--- src/rtl/othercar_pkg.sv ---
// Definitions shared by the left- and right-moving traffic lanes: sequencer
// states, playfield wrap constants, direction encodings and the per-car move.
package othercar_pkg;

  typedef enum logic [2:0] {
    IDLE = 3'd0,
    UPD1 = 3'd1,
    UPD2 = 3'd2,
    UPD3 = 3'd3,
    UPD4 = 3'd4
  } lane_state_t;

  localparam int LANE_X_LEFT_WRAP  = -32;
  localparam int LANE_X_RIGHT_WRAP = 672;
  localparam int LANE_X_RIGHT_EDGE = 640;

  localparam logic LANE_DIR_LEFT  = 1'b1;
  localparam logic LANE_DIR_RIGHT = 1'b0;

  // A car strictly past the left wrap line re-enters at wrap_hi.
  // A car sitting exactly on the line still moves one more step.
  function automatic logic signed [31:0] lane_step_left(
    input logic signed [31:0] x,
    input logic signed [31:0] step,
    input logic signed [31:0] wrap_lo,
    input logic signed [31:0] wrap_hi
  );
    if (x < wrap_lo) return wrap_hi;
    return x - step;
  endfunction

endpackage

--- src/rtl/frame_tick_sync.sv ---
// Brings the asynchronous frame strobe into the Clk domain.
// It produces a one-cycle tick on each rising edge of the strobe.
module frame_tick_sync (
  input  logic Clk,
  input  logic Reset,
  input  logic frame_clk,
  output logic tick
);

  logic sync1_q;
  logic sync2_q;
  logic prev_q;

  always_ff @(posedge Clk) begin
    if (Reset) begin
      sync1_q <= 1'b0;
      sync2_q <= 1'b0;
      prev_q  <= 1'b0;
    end else begin
      sync1_q <= frame_clk;
      sync2_q <= sync1_q;
      prev_q  <= sync2_q;
    end
  end

  assign tick = sync2_q & ~prev_q;

endmodule

--- src/rtl/othercarleft.sv ---
// Left-moving lane with four cars. Each frame tick moves one car per Clk
// cycle through UPD1..UPD4, wrapping cars that leave the left edge.
// Define OTHERCARLEFT_SPEEDUP_EN to add the level port (step = STEP + level).
module othercarleft
  import othercar_pkg::*;
#(
  parameter int X_START1  = 144,
  parameter int X_START2  = 0,
  parameter int X_START3  = 432,
  parameter int X_START4  = 288,
  parameter int Y_LANE    = 360,
  parameter int STEP      = 2,
  parameter int X_WRAP_LO = LANE_X_LEFT_WRAP,
  parameter int X_WRAP_HI = LANE_X_RIGHT_WRAP
) (
  input  logic               Clk,
  input  logic               Reset,
  input  logic               frame_clk,
  input  logic               halt,
`ifdef OTHERCARLEFT_SPEEDUP_EN
  input  logic [1:0]         level,
`endif
  output logic signed [31:0] othercarleft1x,
  output logic signed [31:0] othercarleft2x,
  output logic signed [31:0] othercarleft3x,
  output logic signed [31:0] othercarleft4x,
  output logic signed [31:0] othercarleft1y,
  output logic signed [31:0] othercarleft2y,
  output logic signed [31:0] othercarleft3y,
  output logic signed [31:0] othercarleft4y,
  output logic               othercarleft1dir,
  output logic               othercarleft2dir,
  output logic               othercarleft3dir,
  output logic               othercarleft4dir,
  output logic               frame_done,
  output lane_state_t        dbg_state
);

  logic               tick;
  lane_state_t        state_q, state_d;
  logic signed [31:0] x_q [4];
  logic signed [31:0] x_d [4];
  logic               done_q, done_d;
  logic signed [31:0] step;

  frame_tick_sync u_sync (
    .Clk       (Clk),
    .Reset     (Reset),
    .frame_clk (frame_clk),
    .tick      (tick)
  );

`ifdef OTHERCARLEFT_SPEEDUP_EN
  // level is read live, so a change mid-sequence affects only the remaining cars
  assign step = STEP + $signed({30'd0, level});
`else
  assign step = STEP;
`endif

  always_comb begin
    state_d = state_q;
    x_d     = x_q;
    done_d  = 1'b0;
    case (state_q)
      IDLE: if (tick && !halt) state_d = UPD1;
      UPD1: begin
        x_d[0]  = lane_step_left(x_q[0], step, X_WRAP_LO, X_WRAP_HI);
        state_d = UPD2;
      end
      UPD2: begin
        x_d[1]  = lane_step_left(x_q[1], step, X_WRAP_LO, X_WRAP_HI);
        state_d = UPD3;
      end
      UPD3: begin
        x_d[2]  = lane_step_left(x_q[2], step, X_WRAP_LO, X_WRAP_HI);
        state_d = UPD4;
      end
      UPD4: begin
        x_d[3]  = lane_step_left(x_q[3], step, X_WRAP_LO, X_WRAP_HI);
        done_d  = 1'b1;
        state_d = IDLE;
      end
      default: state_d = IDLE;
    endcase
  end

  always_ff @(posedge Clk) begin
    if (Reset) begin
      state_q <= IDLE;
      x_q[0]  <= X_START1;
      x_q[1]  <= X_START2;
      x_q[2]  <= X_START3;
      x_q[3]  <= X_START4;
      done_q  <= 1'b0;
    end else begin
      state_q <= state_d;
      x_q     <= x_d;
      done_q  <= done_d;
    end
  end

  assign othercarleft1x   = x_q[0];
  assign othercarleft2x   = x_q[1];
  assign othercarleft3x   = x_q[2];
  assign othercarleft4x   = x_q[3];
  assign othercarleft1y   = Y_LANE;
  assign othercarleft2y   = Y_LANE;
  assign othercarleft3y   = Y_LANE;
  assign othercarleft4y   = Y_LANE;
  assign othercarleft1dir = LANE_DIR_LEFT;
  assign othercarleft2dir = LANE_DIR_LEFT;
  assign othercarleft3dir = LANE_DIR_LEFT;
  assign othercarleft4dir = LANE_DIR_LEFT;
  assign frame_done       = done_q;
  assign dbg_state        = state_q;

endmodule

--- config.mk ---
export PLATFORM = sky130hd
export DESIGN_NAME = othercarleft
export DESIGN_NICKNAME = d
export VERILOG_FILES = /design/src/rtl/othercar_pkg.sv /design/src/rtl/frame_tick_sync.sv /design/src/rtl/othercarleft.sv
export SDC_FILE = /design/constraint.sdc
export NUM_CORES = 1
export LEC_CHECK = 0
export BUFFER_PORTS_ARGS = -buffer_cell sky130_fd_sc_hd__clkbuf_2
export CAP_MARGIN = 40
export CORE_MARGIN = 1
export CORE_UTILIZATION = 40
export CTS_BUF_LIST = sky130_fd_sc_hd__clkbuf_8
export DETAILED_ROUTE_END_ITERATION = 16
export GPL_TIMING_DRIVEN = 1
export HOLD_SLACK_MARGIN = 0.05
export PLACE_DENSITY = 0.72
export SLEW_MARGIN = 20
export SYNTH_ARGS = -nofsm -noshare
export SYNTH_HDL_FRONTEND = slang
export SYNTH_SLANG_ARGS = --single-unit
--- constraint.sdc ---
create_clock -name Clk -period 3.5 [get_ports Clk]
set_clock_uncertainty 0.2 [all_clocks]
set_input_delay 0.7 -clock Clk [delete_from_list [all_inputs] [get_ports Clk]]
set_output_delay 0.7 -clock Clk [all_outputs]
set_load 0.02 [all_outputs]
==> summary.txt <==
Setup path
  – Critical path arrival: 3120 ps
  – Worst reg-to-reg setup slack: 540 ps
  – Reg2reg path depth: 5
  – CP Capture Type: register
  – CP Launch Type: register
  – Critical Path Most Common Cell: or4_4
  – Worst-path maximum fanout: 19
  – CP peak stage delay: 580 ps
  – CP Cell Sequence: or4_4 -> or4_4 -> or4_4 -> or4_1 -> a21oi_1
  – Reg-to-Reg Start: othercarleft2x[4]
  – CP top delay family: simple AND/OR/NAND/NOR gates
  – WP buf/inv: 0
  – Worst path required time: 3660 ps
  – CP max stage cell: or4_4
  – Setup Crit Path Kind: reg2reg
  – Critical R2R Capture: othercarleft2x[29]
  – Worst path depth: 5

Min path
  – Hold depth: 1
  – Hold EP: u_sync.sync2_q
  – HP Class: reg2reg
  – Min-delay src: u_sync.sync1_q

Clocking
  – TritonCTS buffer count: 17
  – Longest Clk Path Bufs: 2
  – Root Buffer: clkbuf_8
  – H-tree Lvls: 4
  – Cts hold-fix bufs: 0
  – CTS sink count: 131
  – CTS clk-pin slew, worst paths: 80 ps
  – CTS tree: built
  – Worst skew pair latency: 450 ps
  – Post_cts resized: 0
  – Post-CTS setup buffers: 0

Logic synthesis
  – Netlist cell types: 42
  – Synth top area share: 0.372
  – Top_reg_cell synth: dfxtp_1
  – Syn avg cell area: 8.43 µm²
  – Post-synth EDFFs: 0
  – Synthesized instance count: 837
  – Mapped cell area: 7060 µm²
  – Synthesis-stage register bit count: 131
  – Post-synthesis sequential area ratio: 0.372
  – Synthesis warning total: 0
  – Area leader, netlist: dfxtp_1
  – Top post-synthesis cells by area: dfxtp_1, buf_4, xnor2_1
  – Post-synth ARST share: 0

GRT
  – Largest net degree at the start of global routing: 27
  – GRT Overall Usage: 0.171
  – Initial antenna violation count: 0
  – First-pass GRT wire length: 25.0 mm
  – Grt ovf: 0
  – Number of global-route vias before repair: 4940

Timing
  – Setup tns final: 0 ps
  – Max_slew headroom: 0.556
  – Final worst path period share: 0.845
  – Setup ws final: 544 ps
  – Pins Over Slew Limit: 0
  – FMAX: 338 MHz
  – Final min period: 2960 ps
  – # setup viols final: 0
  – Worst slew pin tran: 657 ps
  – Final number of hold-violating endpoints: 0
  – RSZ-0062 raised after global routing: no

Power and ir drop
  – Sequential fraction of design power: 0.469
  – PwrDens: 420 nW/µm²
  – Switch share: 0.290
  – Peak supply drop: 241 µV
  – Switching pwr: 0.964 mW
  – Clock power frac: 0.407
  – Combinational group share of total power: 0.123
  – Internal power: 2.36 mW
  – Leak: 3.39 nW

Final layout
  – Layout cells sized above 1: 0.200
  – Antenna cell count: 0
  – Sequential cell area: 2620 µm²
  – Design Area, Final: 7920 µm²
  – Filler instances: 1753
  – Area grow syn2layout: 12.2%
  – Footprint of the multi-input gates: 3760 µm²
  – Final layout net count: 980

Drt
  – Via Count: 5776
  – Post-route ant nets: 0
  – Post-Route M1 WL: 7.48 mm
  – DRC viols: 0
  – Routed length on met2: 7.13 mm
  – Routed len/inst: 12.9 µm
  – WL met3: 845 µm
  – Uppermost layer routed: met4
  – First-pass DRT Iterations: 4
  – Vias/cell: 4.77
  – Post-Route WL: 15.6 mm
  – Iteration-0 DRC Markers: 333

Placement
  – Cell Area, Placed: 7490 µm²
  – IO Port Bufs: 131
  – RePlAce Congestion: 0.805
  – Setup WS pre-CTS: 572 ps
  – HPWL after DPL: 11.4 mm

Run status
  – Status: completed

Die
  – Die Wd: 135 µm
  – Row count: 48
  – Die Y: 135 µm
  – Effective utilization at floorplan: 0.409
  – Area of the die: 18200 µm²
  – I/O pins: 268
  – Core ar.: 17200 µm²

Flow run
  – Max-cap check violation count: 0
-- kinds of logic after synthesis --
group,count (synthesis),synth area share
AO/OA/AOI/OAI,56,0.0482
buffers and inverters,176,0.167
AND/OR/NAND/NOR,369,0.282
XOR/XNOR,99,0.123
adder cells (fa/ha/maj),4,0.00709
flip-flops,131,0.372
other,2,0.00106
-- worst max path at each step --
stage                         endpoint              start
global placement    othercarleft2x[31]       dbg_state[1]
CTS                 othercarleft2x[29]       dbg_state[1]
floorplan           othercarleft2x[31]  othercarleft2x[4]
detailed placement  othercarleft2x[31]       dbg_state[1]
finish              othercarleft2x[29]  othercarleft2x[4]
global route        othercarleft2x[29]       dbg_state[1]
-- cell type report --
type	instances	area share
flip-flops and latches	131	0.331
clock buffers	19	0.0330
well taps	225	0.0356
multi-input cells	664	0.475
clock inverters	13	0.0201
inverters	9	0.00427
repair buffers	149	0.101
-- flip-flops by register name, indices dropped and copies added (netlist names) --
| signal | cells |
|---|---|
| frame_done | 1 |
| dbg_state | 3 |
| u_sync.prev_q | 1 |
| othercarleft4x | 31 |
| u_sync.sync2_q | 1 |
| othercarleft3x | 31 |
| othercarleft1x | 31 |
| othercarleft2x | 31 |
| u_sync.sync1_q | 1 |
-- layout by cell type, fill, tap and decap left out, types with 8 or more instances in the layout --
cell type	count
xor2_1	42
nor3_1	29
xnor2_1	57
or2_2	9
nand4_1	38
buf_4	17
nand4b_1	8
clkbuf_2	131
or3_1	24
nor4_1	38
dfxtp_1	131
clkbuf_8	19
nand2_1	26
a21oi_1	26
nor2_1	124
inv_1	10
conb_1	136
or4_1	22
nand3_1	16
-- worst register-to-register path, stage by stage, from the launching register on --
cell and delay (ps):
dfxtp_1 370, or4_4 570, or4_4 560, or4_4 580, or4_1 410, a21oi_1 170
-- cell usage after synthesis (6+ instances only) --
cell      number
clkbuf_1      29
dfxtp_1      131
nor3_1        29
nand3_1       16
xor2_1        42
xnor2_1       57
or3_1         24
nand4b_1       8
nor2_1       124
or4_1         22
a21oi_1       26
or2_2          9
nor4_1        38
a21o_1         6
nand2b_1       7
o21ai_0        7
buf_4        136
inv_1          9
nand2_1       26
nand4_1       38
-- metrics by stage --
stage	util	hold WS (ps)	power, mW	cells
after floorplan	-	214	2.04	971
after global placement	0.434	218	2.00	1177
after detailed placement	0.435	235	2.00	1178
after CTS	0.459	241	3.36	1210
after global routing	0.459	263	3.45	1210
final	0.459	249	3.33	1210
-- routing by layer --
layer / vias to the layer above / track usage
met3: 19 / 0.0379
met4: 0 / 0.0624
li1: 2909 / -
met2: 178 / 0.265
met1: 2670 / 0.231
met5: - / 0
-- power by group through the flow --
stage          Combinational, mW  Clock [mW]  Sequential [mW]
2_1_floorplan              0.424           0             1.62
3_3_place_gp               0.402           0             1.59
3_5_place_dp               0.406           0             1.60
4_1_cts                    0.408        1.39             1.56
5_1_grt                    0.446        1.44             1.57
6_report                   0.410        1.35             1.56
No activity file was read; power rests on OpenSTA's default activity.
